--- src/rtl/register_bank.sv ---
// -----------------------------------------------------------------------------
// register_bank
//   Storage stage of the CPU register file: sixteen N-bit architectural
//   registers R0..R15, exposed as one packed bus that feeds the 16:1 read-port
//   multiplexers (slice k drives mux input k).
//
//   Two write ports:
//     port 1 : ALU/load result
//     port 2 : base-register write-back
//   Port 1 wins on an address collision.
//
//   Reset values:
//     R13 (stack pointer)   : SP_INIT
//     R15 (program counter) : PC_INIT
//     all other registers   : 0
//
//   R15 advances by PC_STEP when pc_en_i is set. Any explicit write to R15
//   (a branch) overrides that increment. stall_i freezes every register.
//
// Ports
//   clk       in   1      rising-edge clock
//   rst       in   1      asynchronous reset, active-high
//   stall_i   in   1      freeze all registers this cycle
//   pc_en_i   in   1      advance R15 by PC_STEP this cycle
//   we1_i     in   1      write enable, port 1
//   waddr1_i  in   4      write address, port 1
//   wdata1_i  in   N      write data, port 1
//   we2_i     in   1      write enable, port 2
//   waddr2_i  in   4      write address, port 2
//   wdata2_i  in   N      write data, port 2
//   regs_o    out  16*N   packed contents; R[k] = regs_o[k*N +: N]
//   pc_o      out  N      copy of R15 for fetch
// -----------------------------------------------------------------------------
module register_bank #(
  parameter int           N       = 32,
  parameter logic [N-1:0] SP_INIT = N'(32'h0000_1000),
  parameter logic [N-1:0] PC_INIT = N'(32'h0000_0000),
  parameter int           PC_STEP = 4
) (
  input  logic            clk,
  input  logic            rst,
  input  logic            stall_i,
  input  logic            pc_en_i,
  input  logic            we1_i,
  input  logic [3:0]      waddr1_i,
  input  logic [N-1:0]    wdata1_i,
  input  logic            we2_i,
  input  logic [3:0]      waddr2_i,
  input  logic [N-1:0]    wdata2_i,
  output logic [16*N-1:0] regs_o,
  output logic [N-1:0]    pc_o
);

  localparam int SP_IDX = 13;
  localparam int PC_IDX = 15;

  logic [N-1:0] regs_q [16];
  logic [N-1:0] regs_d [16];

  // Next-state logic.
  // The later assignments in this block override the earlier ones, which
  // gives the priority order: port 1 > port 2 > PC increment > hold.
  always_comb begin
    // NOTE: default every element to its held value first so that no path
    // leaves regs_d unassigned; otherwise a latch is inferred.
    regs_d = regs_q;
    if (!stall_i) begin
      if (pc_en_i) regs_d[PC_IDX] = regs_q[PC_IDX] + N'(PC_STEP);
      if (we2_i)   regs_d[waddr2_i] = wdata2_i;
      if (we1_i)   regs_d[waddr1_i] = wdata1_i;
    end
  end

  // NOTE: every element of this array is reset. It is built from flops, not
  // RAM, because all sixteen entries are read in parallel on regs_o. SP and
  // PC need defined values at reset.
  always_ff @(posedge clk or posedge rst) begin
    if (rst) begin
      for (int k = 0; k < 16; k++) begin
        // NOTE: use non-blocking assignments for state so that every register
        // samples its pre-edge value.
        regs_q[k] <= '0;
      end
      regs_q[SP_IDX] <= SP_INIT;
      regs_q[PC_IDX] <= PC_INIT;
    end else begin
      regs_q <= regs_d;
    end
  end

  // Outputs come straight from the stored values. There is no write bypass.
  for (genvar g = 0; g < 16; g++) begin : g_pack
    assign regs_o[g*N +: N] = regs_q[g];
  end

  assign pc_o = regs_q[PC_IDX];

endmodule

--- config.mk ---
export PLATFORM = sky130hd
export DESIGN_NAME = register_bank
export DESIGN_NICKNAME = d
export VERILOG_FILES = /design/src/rtl/register_bank.sv
export SDC_FILE = /design/constraint.sdc
export NUM_CORES = 1
export LEC_CHECK = 0
export CORE_AREA = 2 2 242 244
export DETAILED_ROUTE_END_ITERATION = 12
export DIE_AREA = 0 0 244 246
export PLACE_DENSITY_LB_ADDON = 0.2
export SETUP_SLACK_MARGIN = 0.4
export SLEW_MARGIN = 20
export SYNTH_ARGS = -nofsm -noshare
export SYNTH_HDL_FRONTEND = slang
export SYNTH_SLANG_ARGS = --single-unit
--- constraint.sdc ---
create_clock -name clk -period 20.2 [get_ports clk]
set_clock_uncertainty 0.1 [all_clocks]
set_input_delay 2.02 -clock clk [delete_from_list [all_inputs] [get_ports clk]]
set_output_delay 2.02 -clock clk [all_outputs]
set_load 0.1 [all_outputs]
# Word-level counts from Yosys, hierarchy flattened
# Index checks and enable logic that the tools add are counted.
word_totals:
  register_bits: 512
  latch_bits: 0
  mem_bits_rw: 0
  wordCells: 36
  n_memories: 0
  rom_bits: 0
classes:
  div_mod_pow: 0
  shift: 0
  mux: 11
  n_reduce_logical: 2
  add_sub_neg: 1
  n_eq_ne: 0
  n_bitwise: 2
  multipliers: 0
  order_cmp: 4
ops:
  columns: ["operator", "n"]
  rows:
  - ["$mux 512", 3]
  - ["$bwmux 512", 2]
  - ["$demux 32 s4", 2]
  - ["$mux 32", 4]
  - ["$add 32x3->32 const B", 1]
  - ["$ge 5x5->1 const B", 2]
  - ["$lt 5x1->1 const B", 2]
  - ["$not 4->5", 2]
  - ["$logic_and 1x1->1", 2]

# Depth between registers and ports, before layout
logic_depth:
  depth_word: 10
  depth_mapped: 9
  ltp_nobuf: 6

# Worst setup path before layout
# Ideal clock, no wire load.
synth_timing:
  path_type: "input -> register"
  startpoint: "input port pc_en_i"
  endpoint: "register regs_q, in the netlist pc_o[19]"
  required_ps: 19976
  path_stages: 6
  path_slack_ps: 16529
  t_arrival_ps: 3447
  path_cell_list: "clkbuf_2 nand4_1 nor4_2 nand3_1 a21o_1 a211o_1"
synth_via:
  elab_chain_cells: 7
synth_lines:
  columns: ["item", "line_no", "rtl"]
  rows:
  - ["from (decl)", "43", "input logic pc_en_i,"]
  - ["$mux 32 *", "68", "if (pc_en_i) regs_d[PC_IDX] = regs_q[PC_IDX] + N'(PC_STEP);"]
  - ["$mux 32 *", "67", "if (!stall_i) begin"]
  - ["$bwmux 512", "69", "if (we2_i) regs_d[waddr2_i] = wdata2_i;"]
  - ["$mux 512 *", "69", null]
  - ["$mux 512 *", "67", null]
  - ["$bwmux 512", "70", "if (we1_i) regs_d[waddr1_i] = wdata1_i;"]
  - ["$mux 512 *", "70", null]
  - ["to (signal assigned)", "87", "regs_q <= regs_d;"]
  - ["to (decl)", "57", "logic [N-1:0] regs_q [16];"]
# Every way passes the cells marked *; elsewhere a longest branch is shown, timed or not. The select of a mux whose other input is x is not followed.
# A chain may end at the register's enable or synchronous reset.

# Worst setup path in the final report
layout_timing:
  startpoint: "register regs_q, in the netlist pc_o[11]"
  endpoint: "output port pc_o[11]"
layout_rtl:
  columns: ["item", "line_no", "rtl"]
  rows:
  - ["to (decl)", "51", "output logic [N-1:0] pc_o"]
# No word-level cell between the ends.

==> reports/results.txt <==
The finished cells cover 32410 µm². Setup repair after global routing left no endpoint under its margin. Synthesis handed over a netlist of 2597 instances.

The synthesized design contains 512 register bits. For the pin with the worst max-slew slack, the measured transition is 1.273 ns. The signed area change from the synthesized netlist to the final layout was 34.67%. The synthesized net count is 2676. TritonCTS created 55 clock buffers.

At the end of routability-driven placement, the weighted congestion stood at 0.9069. The initial antenna violation count was 4; the largest net degree at the start of global routing was 235. Critical path startpoint: pc_o[11]$_DFFE_PP0N_. The number of H-tree levels was 2. Setup total negative slack on the finished layout was measured at 0 ns. The most common cell after layout, fill and taps aside is sky130_fd_sc_hd__clkdlybuf4s50_1. The tools report the launching element type of the critical path as a flop. Based on the critical path, the design can be clocked at up to 215.4 MHz. Clock tree synthesis found a total of 512 sinks. The share of async-settable or async-resettable flops after synthesis works out to 100.0%. The relative contribution of combinational cells to total power is 52.9%. The tree is rooted in a sky130_fd_sc_hd__clkbuf_16. Count of unresolved DRC violations after routing: 0. The clock transition at the registers of the reported paths was 0.07 ns.

The die covers 60020 µm². In this run the power spent charging and discharging nets is 3015 µW. Once detailed placement completed, the half-perimeter wirelength came to 70.75 mm.

The hold violation count in the final report was 0; the average wire length per cell after detail routing was 30.09 µm. The final design utilization came out at 56.49%. Before antenna repair, the detailed router went through 8 iterations. In this run the mean area of a mapped cell was 9.266 µm².

For this design the ratio of total power to cell area is 169.8 nW/µm². Total power draw: 5501 µW. The worst setup path is captured at an output pin.

The number of cells on the worst reg-to-reg path is 5. In this run the count of I/O pins placed on the die edge is 622. The run gives 0 as the max-slew violation count. The share of layout cells above drive strength 1 was 7.285%; the share of total power in sequential cells was 26.9%. For the number of different library cells in the post-synthesis netlist, the log shows 64. The die height was 246 µm. Time the final worst path needs with I/O delays and setup: 4.643 ns. The endpoint identified for the worst register-to-register timing path is pc_o[30]$_DFFE_PP0N_. After detailed routing, the number of vias per cell comes to 6.468. The logs give 24060 µm² for the netlist area before placement and 20.2% for the share of power burned in the clock network. Data on the critical path arrives at its endpoint at 2.52 ns.

The biggest cell delay along the critical path came out at 1.26 ns. Summed over all layers, the routed wires come to 113.6 mm. The critical path is of the flop to output pin type. The most critical setup path has its endpoint at pc_o[11]. The floorplan step set the die width to 244 µm. The final cycle utilization of the critical path is 22.99%. The floorplan has 88 rows.

Counting tap cells, the placed design contains a total of 3669 instances. Net switching is 54.80% of the power. Setup violations remaining at the end of the flow were counted as 0. The number of gates resized after CTS was 0. The total area inside the core boundary comes to 57370 µm². Across the run, the number of max-cap violations was 0. The worst hold path was traced through 2 stages.

For this design the static power due to leakage is 0.01279 µW. Of all nets on the critical path, the largest fanout is 9. For the worst setup path, the data required time is 18.08 ns. The run finished with clean final reports. The setup check on the worst reg-to-reg path leaves a slack of 17.51 ns. Among all stages on the critical path, the largest delay is contributed by sky130_fd_sc_hd__clkdlybuf4s50_1. The clock passes through at most 3 buffers. Global routing finished with a remaining overflow of 0.

The buffer and inverter count on the worst path was 1. The run gives 0 as the hold buffer count at CTS. In this run the critical register-to-register path is launched from pc_o[7]$_DFFE_PP0N_. After detailed placement, the total cell area comes to 30420 µm². IR analysis of the VDD net gives a maximum drop of 0.1485 mV.

For the fraction of the yosys area taken by sequential cells, the log shows 53.25%. The tools report the count of warnings emitted by yosys as 0. The number of buffers added on ports came out at 621.

In the layout the commonest cells are sky130_fd_sc_hd__clkdlybuf4s50_1, sky130_fd_sc_hd__dfrtp_1, sky130_fd_sc_hd__a22oi_1. Once the clock tree was built, the setup fixing pass inserted 0 buffers. TritonCTS built the clock tree.

The number of enable-type register cells in the synthesized netlist is 0. For this run, the number of standard cells in the final layout without fillers is 3776. The worst hold path class was flop to flop. The number of nets with antenna violations after routing came out at 0. The logs give 3042 for the total number of nets in the final design and 14.88% for the worst slew margin relative to its limit.

Among all flip-flop cells after synthesis, the most frequent one is sky130_fd_sc_hd__dfrtp_1. The logs give 36.83% for the global-route total usage across every layer and 41.95% for the initial cell density of the core. The later pin in the worst-skew pair is clocked with a latency of 0.63 ns.

The logic depth of the worst setup path including buffers is 1. The critical path goes through clkdlybuf4s50_1. In this run, the number of DRC markers left after iteration 0 of detailed routing was 3615. The kind of cell adding the most delay to the critical path is buffers and inverters. The run gives 2486 µW as the design internal power.

The via count of the first global-routing pass was 23360; the via total after detailed routing was 24430. The first global-routing pass estimated 163.6 mm of wire.
## Yosys cell counts (4+ instances only)
cell / instances / area share (%)
sky130_fd_sc_hd__inv_1: 8 / 0.12
sky130_fd_sc_hd__a211oi_1: 4 / 0.12
sky130_fd_sc_hd__buf_1: 32 / 0.50
sky130_fd_sc_hd__xor2_1: 6 / 0.22
sky130_fd_sc_hd__nand4_1: 9 / 0.23
sky130_fd_sc_hd__a211o_1: 8 / 0.29
sky130_fd_sc_hd__a21oi_1: 19 / 0.40
sky130_fd_sc_hd__nand2b_1: 4 / 0.10
sky130_fd_sc_hd__o221ai_1: 5 / 0.18
sky130_fd_sc_hd__nand3_1: 14 / 0.29
sky130_fd_sc_hd__a22oi_1: 492 / 15
sky130_fd_sc_hd__clkbuf_1: 277 / 4.3
sky130_fd_sc_hd__a221o_1: 4 / 0.17
sky130_fd_sc_hd__nor4_1: 6 / 0.16
sky130_fd_sc_hd__nand2_1: 476 / 7.4
sky130_fd_sc_hd__o21ai_0: 405 / 8.4
sky130_fd_sc_hd__dfrtp_1: 511 / 53
sky130_fd_sc_hd__xnor2_1: 9 / 0.33
sky130_fd_sc_hd__nor2_1: 41 / 0.64
sky130_fd_sc_hd__and3_1: 12 / 0.31
sky130_fd_sc_hd__nor2b_1: 5 / 0.13
sky130_fd_sc_hd__buf_4: 35 / 1.1
sky130_fd_sc_hd__o2bb2ai_1: 32 / 1.2
sky130_fd_sc_hd__nand3b_1: 4 / 0.12
sky130_fd_sc_hd__nor3_1: 27 / 0.56
sky130_fd_sc_hd__o21ai_1: 71 / 1.5
sky130_fd_sc_hd__o211ai_1: 4 / 0.12
sky130_fd_sc_hd__buf_2: 20 / 0.42
## flip-flops by register name, indices dropped and copies added, names as in the netlist
signal	count
regs_o	480
pc_o	32
## power groups by stage
stage	logic [µW]	clock network [µW]	registers, µW
4_1_cts	2910	1120	1470
2_1_floorplan	414	0	3210
3_5_place_dp	2910	0	1480
5_1_grt	2980	1160	1500
6_report	2910	1110	1480
3_3_place_gp	2890	0	1480
## layer usage
| metal | vias to the layer above | global-route usage [%] | wire length [µm] |
|---|---|---|---|
| met5 | - | 0 | 0 |
| met4 | 0 | 16.77 | 5647 |
| met3 | 352 | 10.44 | 13790 |
| met2 | 1906 | 56.77 | 52010 |
| met1 | 12120 | 48.25 | 42180 |
| li1 | 10050 | - | - |
## tightest hold or removal path, stage by stage, from the launching register on
cell and delay (ns):
sky130_fd_sc_hd__dfrtp_1 0.34, sky130_fd_sc_hd__nand2_1 0.04, sky130_fd_sc_hd__o21ai_0 0.06
## cell type report
type	count	area, µm²
Clock inverter	17	301.5
Clock buffer	83	1662
Timing Repair Buffer	675	6649
Fill cell	4936	24960
Antenna cell	5	12.51
Multi-Input combinational cell	1711	9975
Tap cell	765	957.2
Inverter	8	37.54
Sequential cell	512	12810
## logic make-up after synthesis
group | after synthesis | share of synthesized area [%]
AND/OR/NAND/NOR | 617 | 10.77
flip-flops | 512 | 53.25
XOR/XNOR | 15 | 0.5460
adder cells (fa/ha/maj) | 1 | 0.05199
AO/OA/AOI/OAI | 1076 | 28.78
multiplexers | 2 | 0.08839
buffers and inverters | 374 | 6.520
## worst min-delay path by stage
stage                       startpoint                       to  slack (ns)
2_1_floorplan  regs_o[428]$_DFFE_PP1N_  regs_o[428]$_DFFE_PP1N_        0.59
3_3_place_gp   regs_o[360]$_DFFE_PP0N_  regs_o[360]$_DFFE_PP0N_        0.36
3_5_place_dp   regs_o[362]$_DFFE_PP0N_  regs_o[362]$_DFFE_PP0N_        0.37
4_1_cts        regs_o[362]$_DFFE_PP0N_  regs_o[362]$_DFFE_PP0N_        0.38
5_1_grt        regs_o[388]$_DFFE_PP0N_  regs_o[388]$_DFFE_PP0N_        0.40
6_report       regs_o[450]$_DFFE_PP0N_  regs_o[450]$_DFFE_PP0N_        0.38
## metrics by stage
| step | setup WS [ns] | hold WS, ns |
|---|---|---|
| floorplan | 3.782 | 0.5867 |
| global placement | 15.05 | 0.3616 |
| detailed placement | 14.97 | 0.3689 |
| CTS | 15.54 | 0.3819 |
| global route | 15.48 | 0.3959 |
| finish | 15.56 | 0.3765 |
(Power assumes the default switching activity.)
